## src/rtl/lcd_char_writer.sv

```systemverilog
// lcd_char_writer
//   Drives a 16x2 HD44780-compatible character LCD over its 8-bit parallel bus.
//   After reset it waits for the panel to power up and sends the init command
//   sequence once. It then refreshes both display lines continuously from a
//   per-frame snapshot of the text inputs.
//
//   All bus activity is paced by a tick strobe that fires once every TICK_DIV
//   clocks. Each byte takes two ticks:
//   - phase A: rs/data are driven and E rises;
//   - phase B: E falls.
//   rs/data then stay put until the next byte's phase A, so they are stable
//   for a whole tick on either side of the falling edge of E.
//
// Parameters
//   TICK_DIV          clk cycles per LCD step tick (min 2)
//   POWERUP_TICKS     ticks waited after reset before the first command (min 1)
//   CLEAR_WAIT_TICKS  idle ticks after the clear-display command (min 1)
//
// Ports
//   clk         system clock
//   rst         asynchronous, active-high reset
//   line1       row 0 text, [127:120] = column 0 ... [7:0] = column 15
//   line2       row 1 text, same packing
//   lcd_e       LCD enable strobe
//   lcd_rs      register select: 0 = command, 1 = data
//   lcd_rw      read/write select, always 0 (write only)
//   lcd_data    LCD data bus
//   init_done   high once the init sequence has completed, until reset
//   frame_done  one-cycle pulse on the phase B tick of row 1, column 15
module lcd_char_writer #(
  parameter int TICK_DIV         = 50000,
  parameter int POWERUP_TICKS    = 20,
  parameter int CLEAR_WAIT_TICKS = 2
) (
  input  logic         clk,
  input  logic         rst,
  input  logic [127:0] line1,
  input  logic [127:0] line2,
  output logic         lcd_e,
  output logic         lcd_rs,
  output logic         lcd_rw,
  output logic [7:0]   lcd_data,
  output logic         init_done,
  output logic         frame_done
);

  localparam int TW       = $clog2(TICK_DIV);
  localparam int WAIT_MAX = (POWERUP_TICKS > CLEAR_WAIT_TICKS) ? POWERUP_TICKS
                                                               : CLEAR_WAIT_TICKS;
  localparam int WW       = $clog2(WAIT_MAX + 1);

  localparam logic [TW-1:0] TICK_LAST    = TW'(TICK_DIV - 1);
  localparam logic [WW-1:0] POWERUP_LAST = WW'(POWERUP_TICKS - 1);
  localparam logic [WW-1:0] CLEAR_LAST   = WW'(CLEAR_WAIT_TICKS - 1);

  typedef enum logic [2:0] {
    PWRUP,
    INIT,
    CLR_WAIT,
    ADDR1,
    ROW1,
    ADDR2,
    ROW2
  } state_t;

  state_t        state;
  logic [TW-1:0] tick_cnt;
  logic          tick;
  logic          phase_b;
  logic [1:0]    init_idx;
  logic [3:0]    col;
  logic [WW-1:0] wait_cnt;
  logic [127:0]  snap1;
  logic [127:0]  snap2;

  assign lcd_rw = 1'b0;
  assign tick   = (tick_cnt == TICK_LAST);

  // Function-set 8-bit/2-line, display on, entry-mode increment, clear.
  function automatic logic [7:0] init_cmd(input logic [1:0] idx);
    case (idx)
      2'd0:    init_cmd = 8'h38;
      2'd1:    init_cmd = 8'h0C;
      2'd2:    init_cmd = 8'h06;
      default: init_cmd = 8'h01;
    endcase
  endfunction

  // Anything the panel cannot render as printable ASCII becomes a space.
  function automatic logic [7:0] printable(input logic [7:0] b);
    printable = (b >= 8'h20 && b <= 8'h7E) ? b : 8'h20;
  endfunction

  // Column c sits at bits [8*(15-c)+7 : 8*(15-c)]; ~c equals 15-c for 4 bits.
  function automatic logic [7:0] col_byte(input logic [127:0] s, input logic [3:0] c);
    logic [127:0] sh;
    sh       = s >> {~c, 3'b000};
    col_byte = sh[7:0];
  endfunction

  always_ff @(posedge clk or posedge rst) begin
    if (rst) begin
      tick_cnt <= '0;
    end else if (tick) begin
      tick_cnt <= '0;
    end else begin
      tick_cnt <= tick_cnt + TW'(1);
    end
  end

  always_ff @(posedge clk or posedge rst) begin
    if (rst) begin
      state      <= PWRUP;
      phase_b    <= 1'b0;
      init_idx   <= 2'd0;
      col        <= 4'd0;
      wait_cnt   <= '0;
      lcd_e      <= 1'b0;
      lcd_rs     <= 1'b0;
      lcd_data   <= 8'h00;
      init_done  <= 1'b0;
      frame_done <= 1'b0;
      snap1      <= {16{8'h20}};
      snap2      <= {16{8'h20}};
    end else begin
      frame_done <= 1'b0;
      if (tick) begin
        case (state)
          PWRUP: begin
            if (wait_cnt == POWERUP_LAST) begin
              wait_cnt <= '0;
              state    <= INIT;
            end else begin
              wait_cnt <= wait_cnt + WW'(1);
            end
          end

          CLR_WAIT: begin
            if (wait_cnt == CLEAR_LAST) begin
              wait_cnt  <= '0;
              init_done <= 1'b1;
              state     <= ADDR1;
            end else begin
              wait_cnt <= wait_cnt + WW'(1);
            end
          end

          default: begin
            if (!phase_b) begin
              // Phase A: present the byte and raise E.
              lcd_e   <= 1'b1;
              phase_b <= 1'b1;
              case (state)
                INIT: begin
                  lcd_rs   <= 1'b0;
                  lcd_data <= init_cmd(init_idx);
                end
                ADDR1: begin
                  lcd_rs   <= 1'b0;
                  lcd_data <= 8'h80;
                  // Freeze both rows here so a whole frame shows one coherent text.
                  for (int i = 0; i < 16; i++) begin
                    snap1[8*i +: 8] <= printable(line1[8*i +: 8]);
                    snap2[8*i +: 8] <= printable(line2[8*i +: 8]);
                  end
                end
                ROW1: begin
                  lcd_rs   <= 1'b1;
                  lcd_data <= col_byte(snap1, col);
                end
                ADDR2: begin
                  lcd_rs   <= 1'b0;
                  lcd_data <= 8'hC0;
                end
                ROW2: begin
                  lcd_rs   <= 1'b1;
                  lcd_data <= col_byte(snap2, col);
                end
                default: begin
                end
              endcase
            end else begin
              // Phase B: drop E, hold rs/data, advance to the next byte.
              lcd_e   <= 1'b0;
              phase_b <= 1'b0;
              case (state)
                INIT: begin
                  if (init_idx == 2'd3) begin
                    init_idx <= 2'd0;
                    state    <= CLR_WAIT;
                  end else begin
                    init_idx <= init_idx + 2'd1;
                  end
                end
                ADDR1: begin
                  state <= ROW1;
                end
                ROW1: begin
                  col <= col + 4'd1;
                  if (col == 4'd15) begin
                    state <= ADDR2;
                  end
                end
                ADDR2: begin
                  state <= ROW2;
                end
                ROW2: begin
                  col <= col + 4'd1;
                  if (col == 4'd15) begin
                    frame_done <= 1'b1;
                    state      <= ADDR1;
                  end
                end
                default: begin
                end
              endcase
            end
          end
        endcase
      end
    end
  end

endmodule
```

## config.mk

```make
export PLATFORM = sky130hd
export DESIGN_NAME = lcd_char_writer
export DESIGN_NICKNAME = d
export VERILOG_FILES = /design/src/rtl/lcd_char_writer.sv
export SDC_FILE = /design/constraint.sdc
export NUM_CORES = 1
export LEC_CHECK = 0
export BUFFER_PORTS_ARGS = -buffer_cell sky130_fd_sc_hd__buf_2
export CORE_UTILIZATION = 35
export DETAILED_ROUTE_END_ITERATION = 16
export GPL_ROUTABILITY_DRIVEN = 0
export HOLD_SLACK_MARGIN = 0.06
export PLACE_DENSITY = 0.59
export SYNTH_ARGS = -nofsm -noshare
export SYNTH_HDL_FRONTEND = slang
export SYNTH_SLANG_ARGS = --single-unit
```

## constraint.sdc

```tcl
create_clock -name clk -period 10.95 [get_ports clk]
set_clock_uncertainty 0.15 [all_clocks]
set_input_delay 1.6425 -clock clk [delete_from_list [all_inputs] [get_ports clk]]
set_output_delay 1.6425 -clock clk [all_outputs]
set_load 0.05 [all_outputs]
```

==> reports/qor.txt <==
Status -> complete, no violations
Async SR Flop Fraction -> 1.000
Total power -> 2.447 mW
Register area -> 7498 um2
Min-delay src -> snap2[94]
Mapped cell area -> 14970 um2
Post-CTS Resized -> 0
Period utilization -> 0.3300
First-pass GRT wire length -> 69.08 mm
Maximum vdd drop -> 0.07439 mV
Primary FF master, synth -> dfrtp_1
Sink Count -> 298
Syn Inst Count -> 1231
Area post-placement -> 16650 um2
LEAKAGE -> 7.940 nW
Hold depth -> 2
Flops & latches, synth -> 298
Setup TNS -> 0 ns
Footprint of the multi-input gates -> 6883 um2
Worst EP required -> 11.24 ns
Drt pass-1 iters -> 5
CTS Buf Count -> 34
Final instance area -> 17730 um2
Placement Rows -> 75
Vias after detailed routing -> 11360
Slew margin rel. -> 0.2684
FF-to-FF End -> snap2[60]
DRC viols -> 0
Port Buf Inserts -> 269
Clock buffer depth -> 3
Starting Density -> 0.3561
CP startpoint kind -> flop
Worst-path clk slew -> 0.06 ns
Post-CTS Setup Inserts -> 0
Worst min-delay path category -> reg2reg
Initial antenna violation count -> 1
Layout cells sized above 1 -> 0.3127
H-tree Lvls -> 2
Die Y -> 208.8 um
FILL cells -> 3998
DR WL/cell -> 21.70 um
Worst-Margin Slew -> 1.097 ns
Core ar. -> 42040 um2
Worst R2R Start -> state[0]
Final max-slew violation count -> 0
Area growth, synth to finish -> 18.46%
Number of global-route vias before repair -> 11490
Worst R2R Path Depth -> 6
Crit path DAT -> 3.91 ns
Sequential area share after synthesis -> 0.5008
Unrepaired setup endpoints after global routing -> false
Detailed placement HPWL -> 32.83 mm
Die area -> 43600 um2
Num ports -> 271
Distinct cells, synth -> 63
Root Driver -> clkbuf_16
Die width -> 208.8 um
Reg-to-reg setup timing slack -> 7.34 ns
Post-CTS Hold Buffers -> 0
Final ANT Viol Nets -> 0
Worst setup EP type -> flop
Crit-path max FO -> 61
PD cells -> 138.0 nW/um2
Clk_lat worst skew -> 0.53 ns
Detailed Route WL -> 44.40 mm
Number of synthesized flops with an enable pin -> 0
Syn Area/Cell -> 12.16 um2
Hold Crit Endpoint -> snap2[94]
Post-Syn Nets -> 1497
Final hold vios -> 0
Tot GR Track Use -> 0.2054
Final setup violation count -> 0
Pin count of the biggest net entering global routing -> 135
Routed vias/inst -> 5.552
Max-cap viol count -> 0
Layout Nets -> 1746
Achievable clock frequency -> 276.7 MHz
Global route overflow -> 0
Critical path class -> reg2reg
Fin crit period -> 3.614 ns
Syn. warnings -> 0
CTS tree -> done
DRT iter0 DRCs -> 883
cells in the mapped netlist, types with 3 or more instances:
library cell / count / area (um2)
mux4_2: 60 / 1351
dfstp_2: 32 / 840.8
nand3_1: 17 / 85.08
dfrtp_1: 266 / 6656
buf_1: 5 / 18.77
mux2_2: 7 / 78.83
o21ai_0: 40 / 200.2
nand3b_1: 4 / 30.03
and3_1: 9 / 56.30
nand2_1: 137 / 514.2
xnor2_1: 11 / 96.34
buf_4: 3 / 22.52
buf_6: 15 / 168.9
a2111oi_4: 32 / 880.8
nor2b_1: 5 / 31.28
o31ai_1: 5 / 37.54
nand4_1: 40 / 250.2
o41ai_1: 31 / 271.5
a21oi_1: 9 / 45.04
buf_12: 3 / 60.06
a221oi_1: 3 / 26.28
a31oi_1: 7 / 43.79
a22oi_1: 11 / 82.58
xor2_1: 9 / 78.83
and2_1: 35 / 219.0
nand2b_1: 5 / 31.28
ha_1: 8 / 100.1
clkbuf_1: 27 / 101.4
buf_2: 15 / 75.07
nor2_1: 102 / 382.9
inv_1: 38 / 142.6
nor3_1: 36 / 180.2
a22o_1: 163 / 1428
mux2i_1: 3 / 30.03
how the worst max path moves through the flow:
stage	from	endpoint	slack (ns)	depth (start not counted)
after global placement	rst	col[0]	7.36	3
after CTS	tick_cnt[0]	snap2[60]	7.35	8
final	state[0]	snap2[60]	7.34	6
after detailed placement	rst	col[0]	7.34	3
after global routing	state[0]	snap2[57]	7.12	6
after floorplan	rst	col[0]	0.98	1
stage by stage:
step,setup WS (ns),std cells,hold slack [ns],utilization
after floorplan,0.9779,1231,0.2879,-
after global placement,7.359,1983,0.3006,0.3960
after detailed placement,7.335,1983,0.3141,0.3960
after CTS,7.353,2045,0.3282,0.4218
after global routing,7.122,2045,0.3445,0.4218
final,7.336,2046,0.3260,0.4218
where the power goes:
group	internal [mW]	switching (mW)
Clock	0.662	0.457
Sequential	1.13	0.0216
Combinational	0.0768	0.0961
per-layer routing:
layer | part of all wire | track usage | up-vias | routed length, um
met3 | 0.056 | 0.03562 | 53 | 2494
met1 | 0.45 | 0.2872 | 5742 | 19970
met5 | 0 | 0 | - | 0
li1 | - | - | 5217 | -
met4 | 0.020 | 0.05578 | 0 | 888
met2 | 0.47 | 0.3287 | 348 | 21040
state kept, by name, indices dropped and copies added (netlist names):
| signal | cells |
|---|---|
| snap1 | 128 |
| snap2 | 128 |
| tick_cnt | 16 |
| lcd_data | 8 |
| wait_cnt | 5 |
| col | 4 |
| state | 3 |
| init_idx | 2 |
| frame_done | 1 |
| init_done | 1 |
| lcd_rs | 1 |
| phase_b | 1 |
cells by family after synthesis:
kind of cell | count (synthesis) | synth area share
adders and majority gates | 8 | 0.006687
buffers and inverters | 107 | 0.03962
DFF | 298 | 0.5008
AOI/OAI and AO/OA | 320 | 0.2126
muxes | 71 | 0.09830
and+or+nand+nor | 406 | 0.1301
xor gates and xnor gates | 20 | 0.01170
other | 1 | 0.0002505
worst max-delay path, cell delays in order, from the launching register on:
cell       delay, ns
dfrtp_1         0.64
nand2_1         0.21
or4_4           0.89
buf_4           0.46
buf_4           0.43
a2111oi_4       0.50
a22o_1          0.20
final cells by class:
class                      count  share of cell area
sequential                   298              0.4228
multi-input combinational    826              0.3881
timing repair buffer         281             0.08100
clock buffer                  54             0.05503
tap                          539             0.03803
inverter                      39            0.008678
clock inverter                 8            0.006138
antenna                        1           0.0001411
layout by cell type, fill, tap and decap left out, types with 11 or more instances in the layout:
master,synthesis,layout
mux4_2,60,60
a22oi_1,11,11
dfstp_2,32,32
a2111oi_4,32,32
buf_4,3,12
inv_1,38,37
and2_1,35,35
dfrtp_1,266,265
nor2_1,102,102
xnor2_1,11,11
clkbuf_16,0,34
nor3_1,36,36
a22o_1,163,163
nand3_1,17,17
clkbuf_1,27,15
nand4_1,40,40
o21ai_0,40,40
o41ai_1,31,31
nand2_1,137,137
buf_2,15,269
Power figures use the tool's default switching activity.
